<file path="src/rtl/route_test_pkg.sv">
// route_test_pkg
// Shared definitions for on-hardware routing loop testers: the tester FSM
// state encoding, the 16-bit Fibonacci LFSR geometry (taps 16,14,13,11) and
// the saturation limit of the error counter.
// No ports (package).
package route_test_pkg;

  typedef enum logic [1:0] {
    IDLE  = 2'd0,
    RUN   = 2'd1,
    DRAIN = 2'd2,
    DONE  = 2'd3
  } state_t;

  localparam int LFSR_W = 16;

  // Zero-based bit indices of polynomial taps 16, 14, 13 and 11.
  localparam int TAP_A = 15;
  localparam int TAP_B = 13;
  localparam int TAP_C = 12;
  localparam int TAP_D = 10;

  localparam logic [15:0] ERR_MAX = 16'hFFFF;

  // One step of the LFSR: shift left, feedback enters bit 0.
  function automatic logic [LFSR_W-1:0] lfsr_step(input logic [LFSR_W-1:0] s);
    return {s[LFSR_W-2:0], s[TAP_A] ^ s[TAP_B] ^ s[TAP_C] ^ s[TAP_D]};
  endfunction

endpackage

</file>
<file path="src/rtl/route_lfsr16.sv">
// route_lfsr16
// 16-bit Fibonacci LFSR with synchronous load of SEED and an advance enable.
// Only the low OUT_W bits are exported so callers driving narrow stimulus do
// not carry unused high bits.
// Ports:
//   clk      in   clock
//   rst      in   synchronous active-high reset (loads SEED)
//   load     in   reload SEED (priority over advance)
//   advance  in   step the sequence by one
//   word     out  low OUT_W bits of the current LFSR value
module route_lfsr16
  import route_test_pkg::*;
#(
  parameter logic [15:0] SEED  = 16'hACE1,
  parameter int          OUT_W = 16
) (
  input  logic             clk,
  input  logic             rst,
  input  logic             load,
  input  logic             advance,
  output logic [OUT_W-1:0] word
);

  logic [LFSR_W-1:0] value;

  always_ff @(posedge clk) begin
    if (rst || load) begin
      value <= SEED;
    end else if (advance) begin
      value <= lfsr_step(value);
    end
  end

  assign word = value[OUT_W-1:0];

endmodule

</file>
<file path="src/rtl/route_loop_tester.sv">
// route_loop_tester
// Stimulus/check stage for routing fuzz verification. Sends num_words LFSR
// words into a routed path, compares the looped-back data after LAT cycles
// against a delayed copy of what was sent, and reports a saturating error
// count and a pass flag.
//
// Optional feature: define ROUTE_LOOP_LANE_MASK_EN to add the lane_err output,
// a sticky per-lane record of which lanes ever mismatched during a run.
//
// Ports:
//   clk        in   sole clock
//   rst        in   synchronous active-high reset; aborts a run, no done pulse
//   start      in   run request, accepted only in IDLE or DONE
//   num_words  in   words to send, sampled on accepted start
//   loop_in    in   data returned by the path under test
//   stim_out   out  stimulus, LFSR low bits in RUN, else 0
//   busy       out  high in RUN and DRAIN
//   done       out  one-cycle pulse on entering DONE
//   pass       out  in DONE: err_count == 0
//   err_count  out  mismatched words, saturating at 16'hFFFF
//   lane_err   out  (ROUTE_LOOP_LANE_MASK_EN only) sticky per-lane mismatch
//
// Handshake: start is a level sampled at posedge; it is acted on only in IDLE
// or DONE, otherwise dropped. There is no back-pressure on either side.
module route_loop_tester
  import route_test_pkg::*;
#(
  parameter int          WIDTH = 2,
  parameter int          LAT   = 1,
  parameter logic [15:0] SEED  = 16'hACE1
) (
  input  logic             clk,
  input  logic             rst,
  input  logic             start,
  input  logic [15:0]      num_words,
  input  logic [WIDTH-1:0] loop_in,
  output logic [WIDTH-1:0] stim_out,
  output logic             busy,
  output logic             done,
  output logic             pass,
  output logic [15:0]      err_count
`ifdef ROUTE_LOOP_LANE_MASK_EN
  ,
  output logic [WIDTH-1:0] lane_err
`endif
);

  localparam int DW = (LAT > 1) ? $clog2(LAT) : 1;
  localparam logic [DW-1:0] DRAIN_LAST = DW'(LAT - 1);

  state_t            state;
  state_t            next_state;

  logic [15:0]       nw_q;
  logic [15:0]       sent_q;
  logic [DW-1:0]     drain_q;
  logic [15:0]       err_q;
  logic              done_q;

  logic              valid_pipe [LAT];
  logic [WIDTH-1:0]  data_pipe  [LAT];

  logic [WIDTH-1:0]  lfsr_word;
  logic [WIDTH-1:0]  run_word;
  logic              accept_start;
  logic              enter_done;
  logic              compare_en;
  logic              mismatch;

  assign accept_start = start && ((state == IDLE) || (state == DONE));

  route_lfsr16 #(
    .SEED  (SEED),
    .OUT_W (WIDTH)
  ) u_lfsr (
    .clk     (clk),
    .rst     (rst),
    .load    (accept_start),
    .advance (state == RUN),
    .word    (lfsr_word)
  );

  // ---------------- FSM: state register ----------------
  always_ff @(posedge clk) begin
    if (rst) begin
      state <= IDLE;
    end else begin
      state <= next_state;
    end
  end

  // ---------------- FSM: next-state logic ----------------
  always_comb begin
    next_state = state;
    case (state)
      IDLE, DONE: begin
        if (start) begin
          next_state = (num_words == 16'd0) ? DONE : RUN;
        end
      end
      RUN: begin
        if (sent_q == nw_q - 16'd1) begin
          next_state = DRAIN;
        end
      end
      DRAIN: begin
        if (drain_q == DRAIN_LAST) begin
          next_state = DONE;
        end
      end
      default: next_state = IDLE;
    endcase
  end

  // A zero-length restart from DONE stays in DONE but must pulse done again.
  assign enter_done = ((state != DONE) && (next_state == DONE)) ||
                      ((state == DONE) && accept_start);

  // ---------------- FSM: outputs ----------------
  always_comb begin
    run_word  = '0;
    busy      = 1'b0;
    pass      = 1'b0;
    if (state == RUN) begin
      run_word = lfsr_word;
    end
    if ((state == RUN) || (state == DRAIN)) begin
      busy = 1'b1;
    end
    if ((state == DONE) && (err_q == 16'd0)) begin
      pass = 1'b1;
    end
  end

  assign stim_out  = run_word;
  assign done      = done_q;
  assign err_count = err_q;

  // ---------------- expected pipe and compare ----------------
  // The compare uses loop_in of the same cycle as the pipe output; the path
  // delay is matched entirely by the LAT-deep pipe.
  assign compare_en = ((state == RUN) || (state == DRAIN)) && valid_pipe[LAT-1];
  // Case inequality so an unknown lane in simulation counts as a mismatch.
  assign mismatch   = compare_en && (loop_in !== data_pipe[LAT-1]);

  always_ff @(posedge clk) begin
    if (rst) begin
      nw_q    <= '0;
      sent_q  <= '0;
      drain_q <= '0;
      err_q   <= '0;
      done_q  <= 1'b0;
      for (int i = 0; i < LAT; i++) begin
        valid_pipe[i] <= 1'b0;
        data_pipe[i]  <= '0;
      end
    end else begin
      done_q <= enter_done;

      if (accept_start) begin
        nw_q   <= num_words;
        sent_q <= '0;
        err_q  <= '0;
      end else begin
        if (state == RUN) begin
          sent_q <= sent_q + 16'd1;
        end
        if (mismatch && (err_q != ERR_MAX)) begin
          err_q <= err_q + 16'd1;
        end
      end

      if (state == DRAIN) begin
        drain_q <= drain_q + 1'b1;
      end else begin
        drain_q <= '0;
      end

      // Outside RUN the pipe fills with invalid entries, which flushes it.
      valid_pipe[0] <= (state == RUN);
      data_pipe[0]  <= run_word;
      for (int i = 1; i < LAT; i++) begin
        valid_pipe[i] <= valid_pipe[i-1];
        data_pipe[i]  <= data_pipe[i-1];
      end
    end
  end

`ifdef ROUTE_LOOP_LANE_MASK_EN
  always_ff @(posedge clk) begin
    if (rst) begin
      lane_err <= '0;
    end else if (accept_start) begin
      lane_err <= '0;
    end else if (compare_en) begin
      lane_err <= lane_err | (loop_in ^ data_pipe[LAT-1]);
    end
  end
`else
  // Per-lane diagnosis is compiled out; only the aggregate count exists.
`endif

endmodule

</file>
<file path="config.mk">
export PLATFORM = sky130hd
export DESIGN_NAME = route_loop_tester
export DESIGN_NICKNAME = d
export VERILOG_FILES = /design/src/rtl/route_test_pkg.sv /design/src/rtl/route_lfsr16.sv /design/src/rtl/route_loop_tester.sv
export SDC_FILE = /design/constraint.sdc
export NUM_CORES = 1
export LEC_CHECK = 0
export ABC_AREA = 1
export BUFFER_PORTS_ARGS = -buffer_cell sky130_fd_sc_hd__buf_2
export CAP_MARGIN = 0
export CORE_MARGIN = 3
export CORE_UTILIZATION = 59
export DETAILED_ROUTE_END_ITERATION = 16
export PLACE_DENSITY = 0.8
export SLEW_MARGIN = 30
export SYNTH_ARGS = -nofsm -noshare
export SYNTH_HDL_FRONTEND = slang
export SYNTH_HIERARCHICAL = 1
export SYNTH_SLANG_ARGS = --single-unit
</file>
<file path="constraint.sdc">
create_clock -name clk -period 2.5 [get_ports clk]
set_clock_uncertainty 0.05 [all_clocks]
set_input_delay 0.125 -clock clk [delete_from_list [all_inputs] [get_ports clk]]
set_output_delay 0.125 -clock clk [all_outputs]
set_load 0.005 [all_outputs]
</file>
Word level (Yosys, flattened, before mapping)
Memory sizes are Yosys's and may differ from the RTL's.
Index checks and enable logic that the tools add are counted.
W data, S select, Z words.
- shift operators: 0
- reduce and logical (&&, ||, !) cells: 19
- magnitude comparators: 0
- add/sub/neg operators: 4
- divide/modulo/power cells: 0
- multipliers: 0
- multiplexer cells: 15
- equal/unequal tests: 8
- bitwise operators: 4
- operator list (operator ; count):
    $add A16 B1 Y16 const B ; 2
    $logic_not A16 Y1 ; 2
    $eq A16 B16 Y1 ; 1
    $ne A16 B16 Y1 const B ; 1
    $sub A16 B1 Y16 const B ; 1
    $mux W2 ; 6
    $mux W1 ; 8
    $reduce_or A2 Y1 ; 4
    $logic_and A1 B1 Y1 ; 7
    $eq A2 B2 Y1 const B ; 3
    $pmux W2 S3 ; 1
    $logic_or A1 B1 Y1 ; 4
    $xor A1 B1 Y1 ; 3
    $eq A2 B1 Y1 const B ; 1
    $logic_not A2 Y1 ; 1
    $ne A2 B2 Y1 const B ; 1
    $nex A2 B2 Y1 ; 1
    $add A1 B1 Y1 const B ; 1
    $not A1 Y1 ; 1
    $reduce_or A1 Y1 ; 1
- word-level logic and storage cells: 59
- input bits: 21
- memories: 2
- register bits: 68
- latch bits: 0
- ROM bits: 0
- bits in writable memories: 3
- memories (memory ; depth ; bits a word ; rd ports ; clocked after Yosys merged registers in ; write ports ; RTL line ; source):
    data_pipe ; 1 ; 2 ; 1 ; 0 ; 1 ; route_loop_tester.sv:61 ; logic [WIDTH-1:0] data_pipe [LAT];
    valid_pipe ; 1 ; 1 ; 1 ; 0 ; 1 ; route_loop_tester.sv:60 ; logic valid_pipe [LAT];

Logic depth before layout (Yosys ltp)
- word-level depth: 7
- mapped depth: 18
- gate-level depth less buffers: 18

Hierarchy
The synthesis kept the hierarchy.
- modules (own cells, without submodules) (module ; area each (µm²) ; instances ; cells each):
    route_loop_tester ; 3103.0 ; 1 ; 459
    route_lfsr16 ; 674.4 ; 1 ; 85

Least setup slack after synthesis
OpenSTA, ideal clock, no wires.
- path type: register to register
- start point: reg state[0]
- end point: reg err_q[15], in the netlist err_count[15]
- arrival time: 1919 ps
- cell stages (with the launch flop): 13
- library setup time: 119 ps
- setup slack: 411 ps
- required time: 2331 ps
- cells stage by stage: dfxtp_1 > inv_1 > ha_1 > inv_1 > nand2_1 > a21oi_2 > nand2_2 > nor4_4 > nand2_1 > nor2_2 > nand3_1 > o21ai_0 > a21oi_1
- longest elaborated chain between the ends: 5
- RTL lines (item ; RTL line ; source):
    start, declared ; route_loop_tester.sv:51 ; state_t state;
    start signal, assigned ; route_loop_tester.sv:88 ; state <= next_state;
    $eq A2 B1 Y1 / $eq A2 B2 Y1 (equally long branches) ; route_loop_tester.sv:142 ; assign compare_en = ((state == RUN) || (state == DRAIN)) && valid_pipe[LAT-1];
    $logic_or A1 B1 Y1 ; route_loop_tester.sv:142 ;
    $logic_and A1 B1 Y1 ; route_loop_tester.sv:142 ;
    $logic_and A1 B1 Y1 ; route_loop_tester.sv:144 ; assign mismatch = compare_en && (loop_in !== data_pipe[LAT-1]);
    $logic_and A1 B1 Y1 ; route_loop_tester.sv:168 ; if (mismatch && (err_q != ERR_MAX)) begin
    end signal, assigned ; route_loop_tester.sv:169 ; err_q <= err_q + 16'd1;
    end, declared ; route_loop_tester.sv:57 ; logic [15:0] err_q;
Several ways; a longest one is shown, not always the timed one.
A chain may end at the register's enable or synchronous reset.

Worst setup path after layout
Ends and elaborated chain as after synthesis.

==> qor.txt <==
Buffers & Inverters on Critical Path = 2
Leak pwr = 1.88 nW
FF+latch area = 0.00142 mm^2
Mapped Avg Cell Area = 6.94 um^2
CTS tree = done
Post-Syn Area = 0.00378 mm^2
Status = complete, no violations
Placement Setup Slack = 0.265 ns
Reg-to-reg endpoint = err_count[15]
Remaining antenna violation count = 0
Htree depth = 3
Hold WC Path Type = input port to flip-flop
CP Capture Type = flip-flop
Critical Path Start = state[0]
Critical path type = flip-flop to flip-flop
DRT Wirelength = 8230 um
Async set or reset register ratio after synthesis = 0
CP Data Arrival Time = 2.45 ns
Post-Synth Simple-Gate Area = 0.325
Layout cell share with drive strength beyond 1 = 0.161
Overflow after GRT = 0
Switching share of power = 0.389
Setup TNS = 0 ns
Clk slew on worst S/H paths = 0.07 ns
Psw = 1.55 mW
Critical path's slowest cell = dfxtp_1
Total GRT Usage = 0.239
Core area = 0.00606 mm^2
Largest cells by area after synthesis = dfxtp_1 38%, nand2_1 13%, inv_1 6.3%
CP Depth = 12
Clock buffer depth = 2
Pint = 2.43 mW
Multi-input gate area = 0.00199 mm^2
Pins Over Slew Limit = 0
Die W = 86.0 um
Top-area cell type share of the netlist area = 0.376
Vias in the first global route = 3323
Leading area contributor after synthesis = dfxtp_1
Residual DRC = 0
Largest net degree at the start of global routing = 25
Worst path cell trace = inv_1 > ha_1 > inv_1 > nand2_1 > a21oi_2 > nand2_2 > nor4_4 > nand2_1 > nor2_2 > nand3_1 > o21ai_0 > a21oi_1
Initial Utilization = 0.623
Post-synthesis compound-gate area fraction = 0.140
PortBufs = 41
Layout Nets = 618
Max Cap Viol = 0
Setup slack, reg-to-reg = 0.24 ns
Post-Synth XOR/XNOR Area = 0.0394
Vias = 3602
Syn_nets = 572
Max Fanout on Critical Path = 10
Reg2Reg Depth = 12
CP peak stage delay = 0.42 ns
Total CTS buffers = 9
Adder-cell share of the synthesized area = 0.0232
Rel. slew slack = 0.657
Initial DRC count = 153
Number of synthesized register bits = 71
Combinational power share = 0.380
FMAX = 0.442 GHz
Overall power = 3.98 mW
Critical path startpoint category = flip-flop
Layout fillers = 521
YS warnings = 6
Final Hold Vio Count = 0
Measured slew at the worst slew-check pin = 0.510 ns
Antenna violations before repair = 0
GPL Wtd Cong = 0.875
Die H = 86.0 um
Mux share of post-synthesis cell area = 0
Placement Rows = 28
Utilization after layout = 0.706
Pwr Density = 931 mW/mm^2
Worst r2r src = state[0]
DIE AREA = 0.00740 mm^2
Clock latency on the worst-skew pair = 0.34 ns
Commonest cells post-synth = 135 x nand2_1, 71 x dfxtp_1, 63 x inv_1
# IOs = 42
Unique masters post-synth = 41
Post-synthesis cell count = 544
Crit path setup slack, layout = 0.236 ns
Routed vias/inst = 5.38
Largest delay share family, worst path = simple AND/OR/NAND/NOR gates
Clk root buf = clkbuf_8
Peak VDD IR = 0.000679 V
Sequential area share after synthesis = 0.376
Drt pass-1 iters = 6
Largest family of logic cells by synthesized area = simple AND/OR/NAND/NOR gates
Setup bufs post-CTS = 0
Wirelength per Cell = 12.3 um
Clock network power share = 0.254
Area delta synth->final = 13.2%
CTS sink cnt = 71
Hpwl dp = 6050 um
CP required = 2.68 ns
Setup Viol. Count Final = 0
Fin crit share = 0.906
# diodes = 0
Most frequent cell after synthesis = nand2_1
Final hold slack = 0.0157 ns
Worst setup endpoint = err_count[15]
RSZ-0062 raised after global routing = false
Final Critical Period = 2.26 ns
First-pass GRT wire length = 14400 um
EDFF count, synth = 0
Seq pwr share = 0.366
Primary FF master, synth = dfxtp_1
[worst min-delay path: stages]
cell and delay [ns]:
buf_2 0.09, o21ai_0 0.08, nor2_1 0.08
[worst min-delay path by stage]
stage	from	endpoint	slack, ns	depth (start not counted)
floorplan	rst	state[0]	0.14	1
global placement	num_words[8]	nw_q[8]	0.34	3
detailed placement	num_words[8]	nw_q[8]	0.35	3
CTS	num_words[12]	nw_q[12]	0.0008	3
global route	rst	data_pipe[0][0]	0.02	2
finish	num_words[11]	nw_q[11]	0.02	3
[layout make-up]
| type | instances | share of cell area |
|---|---|---|
| Inverter | 69 | 0.0635 |
| Sequential cell | 71 | 0.332 |
| Clock buffer | 11 | 0.0331 |
| Clock inverter | 5 | 0.0190 |
| Timing Repair Buffer | 49 | 0.0638 |
| Tap cell | 75 | 0.0219 |
| Multi-Input combinational cell | 390 | 0.466 |
[metal layers]
metal  vias to the layer above  GRT usage  wire, um
li1                       1854          -         -
met1                      1628      0.313      3890
met2                       107      0.380      3740
met3                        13     0.0509       495
met4                         0     0.0978       115
met5                         -          0         0
[repair_timing]
action,4_1_cts,5_1_grt
resized for setup,0,1
hold buffers,3,0
endpoints found under the hold margin,3,0
setup endpoints to repair,0,1
[cell families after synthesis]
group	Yosys count
AOI/OAI and AO/OA	95
xor gates and xnor gates	17
DFF	71
adders and majority gates	7
and+or+nand+nor	271
buffers and inverters	83
[power by group through the flow]
stage	Clock [mW]	Combinational (mW)	Sequential [mW]
global route	1.07	1.75	1.48
floorplan	0	1.24	1.44
detailed placement	0	1.48	1.48
CTS	1.03	1.50	1.45
finish	1.01	1.51	1.46
global placement	0	1.44	1.47
[registers in the layout (all words and copies together), names as in the netlist]
signal        cells
valid_pipe        1
err_count        16
sent_q           16
data_pipe         2
u_lfsr/value     16
drain_q           1
done              1
state             2
nw_q             16
[cells in the final DEF, fill, tap and decap left out, drive strengths merged, types with 6 or more instances in the layout]
cell type	instances
nor2	68
nand4	14
inv	67
o21ai	37
nor3	12
xnor2	6
nand3	19
clkbuf	11
dfxtp	71
nand2	139
buf	46
a21oi	46
xor2	11
nor4	8
ha	7
[stage by stage]
step                instance area [um^2]  instances
finish                              4280        670
floorplan                           3780        544
global route                        4280        670
global placement                    4020        651
detailed placement                  4020        651
CTS                                 4270        670
Note: power is estimated with default switching activity, not from simulation.
